## config.mk

```make
export PLATFORM = sky130hd
export DESIGN_NAME = adder_err_monitor
export DESIGN_NICKNAME = d
export VERILOG_FILES = /design/src/rtl/adder_err_monitor.sv
export SDC_FILE = /design/constraint.sdc
export NUM_CORES = 1
export LEC_CHECK = 0
export CAP_MARGIN = 20
export CORE_ASPECT_RATIO = 0.75
export CORE_MARGIN = 8
export CORE_UTILIZATION = 40
export CTS_BUF_LIST = sky130_fd_sc_hd__clkbuf_4 sky130_fd_sc_hd__clkbuf_8
export DETAILED_ROUTE_END_ITERATION = 16
export SYNTH_ARGS = -nofsm -noshare
export SYNTH_HDL_FRONTEND = slang
export SYNTH_SLANG_ARGS = --single-unit
```

## constraint.sdc

```tcl
create_clock -name clk -period 3.75 [get_ports clk]
set_input_delay 0.375 -clock clk [delete_from_list [all_inputs] [get_ports clk]]
set_output_delay 0.375 -clock clk [all_outputs]
set_load 0.01 [all_outputs]
```

## src/rtl/adder_err_monitor.sv

```systemverilog
// Error monitor for approximate adders: takes (a, b, po) samples over valid/ready,
// computes |a+b - po| in a 2-stage pipeline and accumulates error metrics per run.
module adder_err_monitor #(
  parameter int W         = 6,
  parameter int N_SAMPLES = 100,
  parameter int CNT_W     = 8,
  parameter int ACC_W     = 16
) (
  input  logic             clk,
  input  logic             rst,
  input  logic             start,
  input  logic             in_valid,
  output logic             in_ready,
  input  logic [W-1:0]     in_a,
  input  logic [W-1:0]     in_b,
  input  logic [W:0]       in_po,
  output logic             busy,
  output logic             done,
  output logic [CNT_W-1:0] sample_count,
  output logic [CNT_W-1:0] err_count,
  output logic [ACC_W-1:0] sum_abs_err,
  output logic [W:0]       max_abs_err,
  output logic             overflow
);

  localparam logic [CNT_W-1:0] N_CNT  = CNT_W'(N_SAMPLES);
  localparam logic [CNT_W-1:0] N_LAST = CNT_W'(N_SAMPLES - 1);

  typedef enum logic [1:0] {
    S_IDLE,
    S_RUN,
    S_DRAIN,
    S_DONE
  } state_e;

  state_e state_q, state_d;

  logic             accept;
  logic             run_entry;
  logic             last_accept;
  logic [W:0]       exact;
  logic [W:0]       abs_err;
  logic [ACC_W:0]   sum_wide;

  logic             s1_valid_q, s1_valid_d;
  logic [W:0]       s1_abs_q, s1_abs_d;
  logic             s2_valid_q, s2_valid_d;
  logic [W:0]       s2_abs_q, s2_abs_d;

  logic [CNT_W-1:0] sample_count_q, sample_count_d;
  logic [CNT_W-1:0] err_count_q, err_count_d;
  logic [ACC_W-1:0] sum_q, sum_d;
  logic [W:0]       max_q, max_d;
  logic             overflow_q, overflow_d;

  assign accept      = in_valid && in_ready;
  assign run_entry   = start && ((state_q == S_IDLE) || (state_q == S_DONE));
  assign last_accept = accept && (sample_count_q == N_LAST);

  // State register
  always_ff @(posedge clk) begin
    if (rst) state_q <= S_IDLE;
    else     state_q <= state_d;
  end

  // Next-state logic
  always_comb begin
    state_d = state_q;
    case (state_q)
      S_IDLE:  if (start) state_d = S_RUN;
      S_RUN:   if (last_accept) state_d = S_DRAIN;
      // Leave DRAIN on the edge that empties the last stage, so DONE and
      // the final accumulator update land together.
      S_DRAIN: if (!s1_valid_d && !s2_valid_d) state_d = S_DONE;
      S_DONE:  if (start) state_d = S_RUN;
      default: state_d = S_IDLE;
    endcase
  end

  // Output logic
  always_comb begin
    in_ready = (state_q == S_RUN) && (sample_count_q < N_CNT);
    busy     = (state_q == S_RUN) || (state_q == S_DRAIN);
    done     = (state_q == S_DONE);
  end

  // Datapath: S1 error magnitude, S2 staging, accumulators
  always_comb begin
    exact   = {1'b0, in_a} + {1'b0, in_b};
    abs_err = (exact >= in_po) ? (exact - in_po) : (in_po - exact);

    s1_valid_d = accept;
    s1_abs_d   = accept ? abs_err : s1_abs_q;
    s2_valid_d = s1_valid_q;
    s2_abs_d   = s1_abs_q;

    sum_wide = {1'b0, sum_q} + (ACC_W + 1)'(s2_abs_q);

    sample_count_d = sample_count_q;
    err_count_d    = err_count_q;
    sum_d          = sum_q;
    max_d          = max_q;
    overflow_d     = overflow_q;

    if (run_entry) begin
      sample_count_d = '0;
      err_count_d    = '0;
      sum_d          = '0;
      max_d          = '0;
      overflow_d     = 1'b0;
    end else begin
      if (accept) sample_count_d = sample_count_q + CNT_W'(1);
      if (s2_valid_q) begin
        if (s2_abs_q != '0) err_count_d = err_count_q + CNT_W'(1);
        if (sum_wide[ACC_W]) begin
          sum_d      = '1;
          overflow_d = 1'b1;
        end else begin
          sum_d = sum_wide[ACC_W-1:0];
        end
        if (s2_abs_q > max_q) max_d = s2_abs_q;
      end
    end
  end

  always_ff @(posedge clk) begin
    if (rst) begin
      s1_valid_q     <= 1'b0;
      s1_abs_q       <= '0;
      s2_valid_q     <= 1'b0;
      s2_abs_q       <= '0;
      sample_count_q <= '0;
      err_count_q    <= '0;
      sum_q          <= '0;
      max_q          <= '0;
      overflow_q     <= 1'b0;
    end else begin
      s1_valid_q     <= s1_valid_d;
      s1_abs_q       <= s1_abs_d;
      s2_valid_q     <= s2_valid_d;
      s2_abs_q       <= s2_abs_d;
      sample_count_q <= sample_count_d;
      err_count_q    <= err_count_d;
      sum_q          <= sum_d;
      max_q          <= max_d;
      overflow_q     <= overflow_d;
    end
  end

  assign sample_count = sample_count_q;
  assign err_count    = err_count_q;
  assign sum_abs_err  = sum_q;
  assign max_abs_err  = max_q;
  assign overflow     = overflow_q;

endmodule

```

=== Word level (Yosys, flattened, before mapping) ===
Cells that the tools add are included.

* Eq/ne operators: 7
* Multiplexer cells: 6
* Reduce and logical (&&, ||, !) cells: 17
* $add $sub $neg: 6
* Order comparisons: 3

{| class="wikitable"
|+ Operator list
! kind !! number
|-
| 16-bit by 7-bit adder with 17-bit output || 1
|-
| 8-bit by 1-bit adder with 8-bit output, second input constant || 2
|-
| 16-bit 2-to-1 mux || 1
|-
| 7-bit subtractor || 2
|-
| 8-bit by 7-bit == test with 1-bit output, second input constant || 1
|-
| 8-bit by 7-bit < comparator with 1-bit output, second input constant || 1
|-
| 6-bit by 6-bit adder with 7-bit output || 1
|-
| 7-bit >= comparator || 1
|-
| 7-bit > comparator || 1
|-
| 7-bit 2-to-1 mux || 1
|-
| 7-bit nonzero test || 1
|-
| 2-bit 2-to-1 mux || 3
|-
| 2-bit one-hot mux with 3 select lines || 1
|-
| 2-bit AND reduction || 3
|-
| 1-bit logical AND || 5
|-
| 2-bit == test, second input constant || 2
|-
| 2-bit inequality test, second input constant || 2
|-
| 2-bit OR reduction || 2
|-
| 3-bit AND reduction || 1
|-
| 2-bit by 1-bit == test with 1-bit output, second input constant || 1
|-
| 1-bit zero test || 2
|-
| 2-bit zero test || 1
|-
| 1-bit logical OR || 2
|-
| 2-bit by 1-bit inequality test with 1-bit output, second input constant || 1
|}

* Flip-flop bits (word level): 58
* Output and inout bits: 43

=== Longest topological paths before layout ===
* Depth in word-level cells: 7
* Gate-level depth with buffers: 15
* Mapped depth without buffers: 15

=== Least setup slack after synthesis ===
Ideal clock, no wire load.

* Path type: input to register
* From: input port in_a[0]
* To: register s1_abs_q[3]
* Arrival: 2.801 ns
* Setup slack: 0.863 ns
* Stages on the path: 15
* Setup time: 0.086 ns
* Cell sequence: ha_1 inv_1 fa_1 inv_1 a21oi_1 o21bai_1 a21o_1 a21o_1 ha_1 nand2_1 o31a_1 o31ai_4 mux2i_1 xnor2_1 a211oi_1

* Longest elaborated chain between the ends: 3
* Elaborated cells between the ends (all ways): 5
* Classes of those cells: 3 x add/sub; 1 x order compare; 1 x mux

{| class="wikitable"
|+ RTL lines
! what !! RTL line !! RTL
|-
| from (decl) || 14 || <nowiki>input logic [W-1:0] in_a,</nowiki>
|-
| 6-bit by 6-bit adder with 7-bit output * || 89 || <nowiki>exact = {1'b0, in_a} + {1'b0, in_b};</nowiki>
|-
| 7-bit subtractor or 7-bit >= comparator (tied branches) || 90 || <nowiki>abs_err = (exact >= in_po) ? (exact - in_po) : (in_po - exact);</nowiki>
|-
| 7-bit 2-to-1 mux * || 90 ||
|-
| to (signal assigned) || 139 || <nowiki>s1_abs_q <= s1_abs_d;</nowiki>
|-
| to (decl) || 46 || <nowiki>logic [W:0] s1_abs_q, s1_abs_d;</nowiki>
|}

Mark *: on every way between the ends. The rest lies on a longest branch, timed or not.
A chain may end at the register's enable or synchronous reset.

=== Worst setup path in the final report ===
* From: input port in_a[0]
* To: register s1_abs_q[5]

The elaborated chain is that of the path after synthesis.

==> impl_metrics.json <==
{
  "worstSetupStartpointType": "input pin",
  "switchingPower_uw": 597,
  "grt_pass1_vias": 2944,
  "clk-insertion-delay-late_ns": 0.34,
  "synth-edff-count": 0,
  "min_period_over_period": 0.881,
  "dp_hpwl_microns": 6290,
  "endpoint_kind": "flip-flop",
  "synth_xor_area_frac": 0.0648,
  "synthAdderAreaFrac": 0.162,
  "hold_buffers": 0,
  "gr-total-overflow": 0,
  "timing.fmax_mhz": 303,
  "num_vias": 2945,
  "final_hold_viol_count": 0,
  "final_antenna_net_count": 0,
  "initial_core_util": 0.412,
  "synth-simple-area-share": 0.176,
  "avgRoutedWirePerCell_microns": 14.2,
  "swShare": 0.303,
  "cts_tree": "built",
  "p_seq_frac": 0.354,
  "yosysSeqAreaShare": 0.332,
  "p_comb_frac": 0.280,
  "synth_top_family_by_area": "compound AO/OA/AOI/OAI gates",
  "setup_viol": 0,
  "rsz0062_at_grt": "no",
  "cp.arrival_ns": 3.55,
  "syn2layout_area_growth_pct": 29.2,
  "synth_compound_area_frac": 0.189,
  "worst_slew_pin_slew_ns": 0.682,
  "outcome": "finished, final reports clean",
  "final_cell_area_sq_mm": 0.00452,
  "cts.sinks": 58,
  "fp.dieH_microns": 97.0,
  "rows": 29,
  "maxSlewHeadroom": 0.545,
  "finClkSkew_ns": 0.0125,
  "maxSlewViolCount": 0,
  "routabilityCongestion": 0.870,
  "ys_async_sr_fraction": 0,
  "synth.distinct_cells": 46,
  "synthFlopType": "dfxtp_1",
  "syn_inst": 398,
  "max-cap-violations": 0,
  "viasPerCell": 5.08,
  "place_inst": 563,
  "routed_wl_microns": 8210,
  "firstDrtPassIters": 4,
  "syn_nets": 464,
  "core_sq_mm": 0.00849,
  "post_synth_instance_area_sq_mm": 0.00350,
  "clockBufferDepth": 2,
  "setup-tns-final_ns": 0,
  "grt.total_usage": 0.143,
  "root_buffer": "clkbuf_8",
  "antenna_cells": 0,
  "p_leak_uw": 0.00185,
  "grt_pass1_wl_microns": 14100,
  "placed_cell_area_sq_mm": 0.00426,
  "power_frac_clock": 0.367,
  "numCtsBuffers": 9,
  "worstPathRequired_ns": 4.00,
  "drc": 0,
  "p_int_uw": 1370,
  "grt_start_max_net_pins": 20,
  "crit_type": "in2reg",
  "nets": 533,
  "ios": 66,
  "drive_gt1_frac": 0.0720,
  "die_area_sq_mm": 0.0120,
  "portBuffers": 65,
  "ys_seq_elements": 58,
  "fin_cells": 580,
  "finalCriticalPeriod_ns": 3.30,
  "antenna_found_initial": 0,
  "cts_resized": 0,
  "hold_path_class": "reg2reg",
  "htreeDepth": 3,
  "crit_fanout": 6,
  "ys.warnings.count": 0,
  "die_width_microns": 124,
  "muxShareOfSynthArea": 0.0200,
  "synth.avg_cell_area_sq_um": 8.78,
  "clk_pin_slew_worst_paths_ns": 0.07,
  "postCtsSetupRepairBufs": 0,
  "worst_ir_drop_vdd_v": 0.000211,
  "drtIter0Drc": 131,
  "power.density_mw_per_mm2": 436
}
[placed cells by master, fill, tap and decap left out, types with 4 or more instances in the layout]
cell type and count:
o211a_1 4, nand4_1 5, dfxtp_1 58, nand3_1 22
clkbuf_8 10, o21ai_0 12, clkdlybuf4s50_1 65, nand2_1 12
and3_1 4, o21a_1 4, fa_1 4, a21o_1 8
xnor2_1 15, ha_1 39, nor2_1 42, mux2i_1 7
o22ai_1 8, nor2b_1 16, a211oi_1 7, nor3_1 6
a31oi_1 6, xor2_1 9, inv_1 40, o31ai_1 7
a21oi_1 19
[registers in the layout, summed over array words and instances, names as in the netlist]
| name | cells |
|---|---|
| max_abs_err | 7 |
| state_q | 2 |
| overflow | 1 |
| s2_abs_q | 7 |
| s2_valid_q | 1 |
| sum_abs_err | 16 |
| s1_abs_q | 7 |
| err_count | 8 |
| s1_valid_q | 1 |
| sample_count | 8 |
[path summary, 6_finish.rpt]
path                       startpoint  cells past startpoint  slack [ns]                          end
max reg2reg    s2_abs_q[0]$_SDFF_PP0_                      8        1.31  sum_abs_err[7]$_SDFFE_PP0P_
min reg2reg  s1_abs_q[3]$_SDFFE_PP0P_                      1        0.45       s2_abs_q[3]$_SDFF_PP0_
min          s1_abs_q[3]$_SDFFE_PP0P_                      1        0.45       s2_abs_q[3]$_SDFF_PP0_
max                           in_a[0]                     16        0.45     s1_abs_q[5]$_SDFFE_PP0P_
[cells by family after synthesis]
kind of cell / Yosys count
compound gates: 91
xor+xnor: 25
fa+ha+maj: 43
buf+inv: 51
flops: 58
mux: 7
simple gates: 123
[metal layers]
metal  global-route usage  routed length, microns  vias to the layer above
met5                    0                       0                        -
met2                0.208                    3460                       68
met1                0.192                    4160                     1348
met4               0.0274                      34                        0
li1                     -                       -                     1525
met3               0.0621                     560                        4
[stage by stage]
stage                util  total power, uW  hold slack, ns  worst slack [ns]
floorplan               -             1100           0.432             0.863
global route        0.532             2090           0.463             0.181
global placement    0.502             1250           0.450             0.249
CTS                 0.531             1990           0.457             0.468
finish              0.532             1970           0.454             0.446
detailed placement  0.502             1260           0.450             0.130
[critical path, cell delays in order]
cell,delay (ns)
clkdlybuf4s50_1,0.46
ha_1,0.18
inv_1,0.07
fa_1,0.41
inv_1,0.07
a21oi_1,0.06
o21bai_1,0.18
a21o_1,0.14
a21o_1,0.11
ha_1,0.26
a21oi_1,0.24
o31a_1,0.23
o31ai_4,0.14
o31ai_1,0.32
xor2_1,0.11
a211oi_1,0.22
[layout make-up]
class / instances / area, sq um
Clock buffer: 10 / 138
Clock inverter: 6 / 114
Fill cell: 804 / 3970
Inverter: 40 / 150
Multi-Input combinational cell: 289 / 2140
Sequential cell: 58 / 1160
Tap cell: 108 / 135
Timing Repair Buffer: 69 / 681
[cells in the mapped netlist, types with 9 or more instances]
| master | n | area [sq um] |
|---|---|---|
| o21ai_0 | 12 | 60.1 |
| nand3_1 | 22 | 110 |
| nand2_1 | 12 | 45.0 |
| ha_1 | 39 | 488 |
| xor2_1 | 9 | 78.8 |
| xnor2_1 | 15 | 131 |
| a21oi_1 | 19 | 95.1 |
| dfxtp_1 | 58 | 1160 |
| nor2b_1 | 16 | 100 |
| inv_1 | 40 | 150 |
| nor2_1 | 42 | 158 |
[power by group through the flow]
stage | Combinational (uW) | Clock (uW) | Sequential (uW)
floorplan | 396 | 0 | 700
global placement | 541 | 0 | 710
detailed placement | 552 | 0 | 710
global route | 617 | 772 | 702
finish | 550 | 722 | 696
CTS | 556 | 742 | 696
Note: power is estimated with default switching activity, not from simulation.
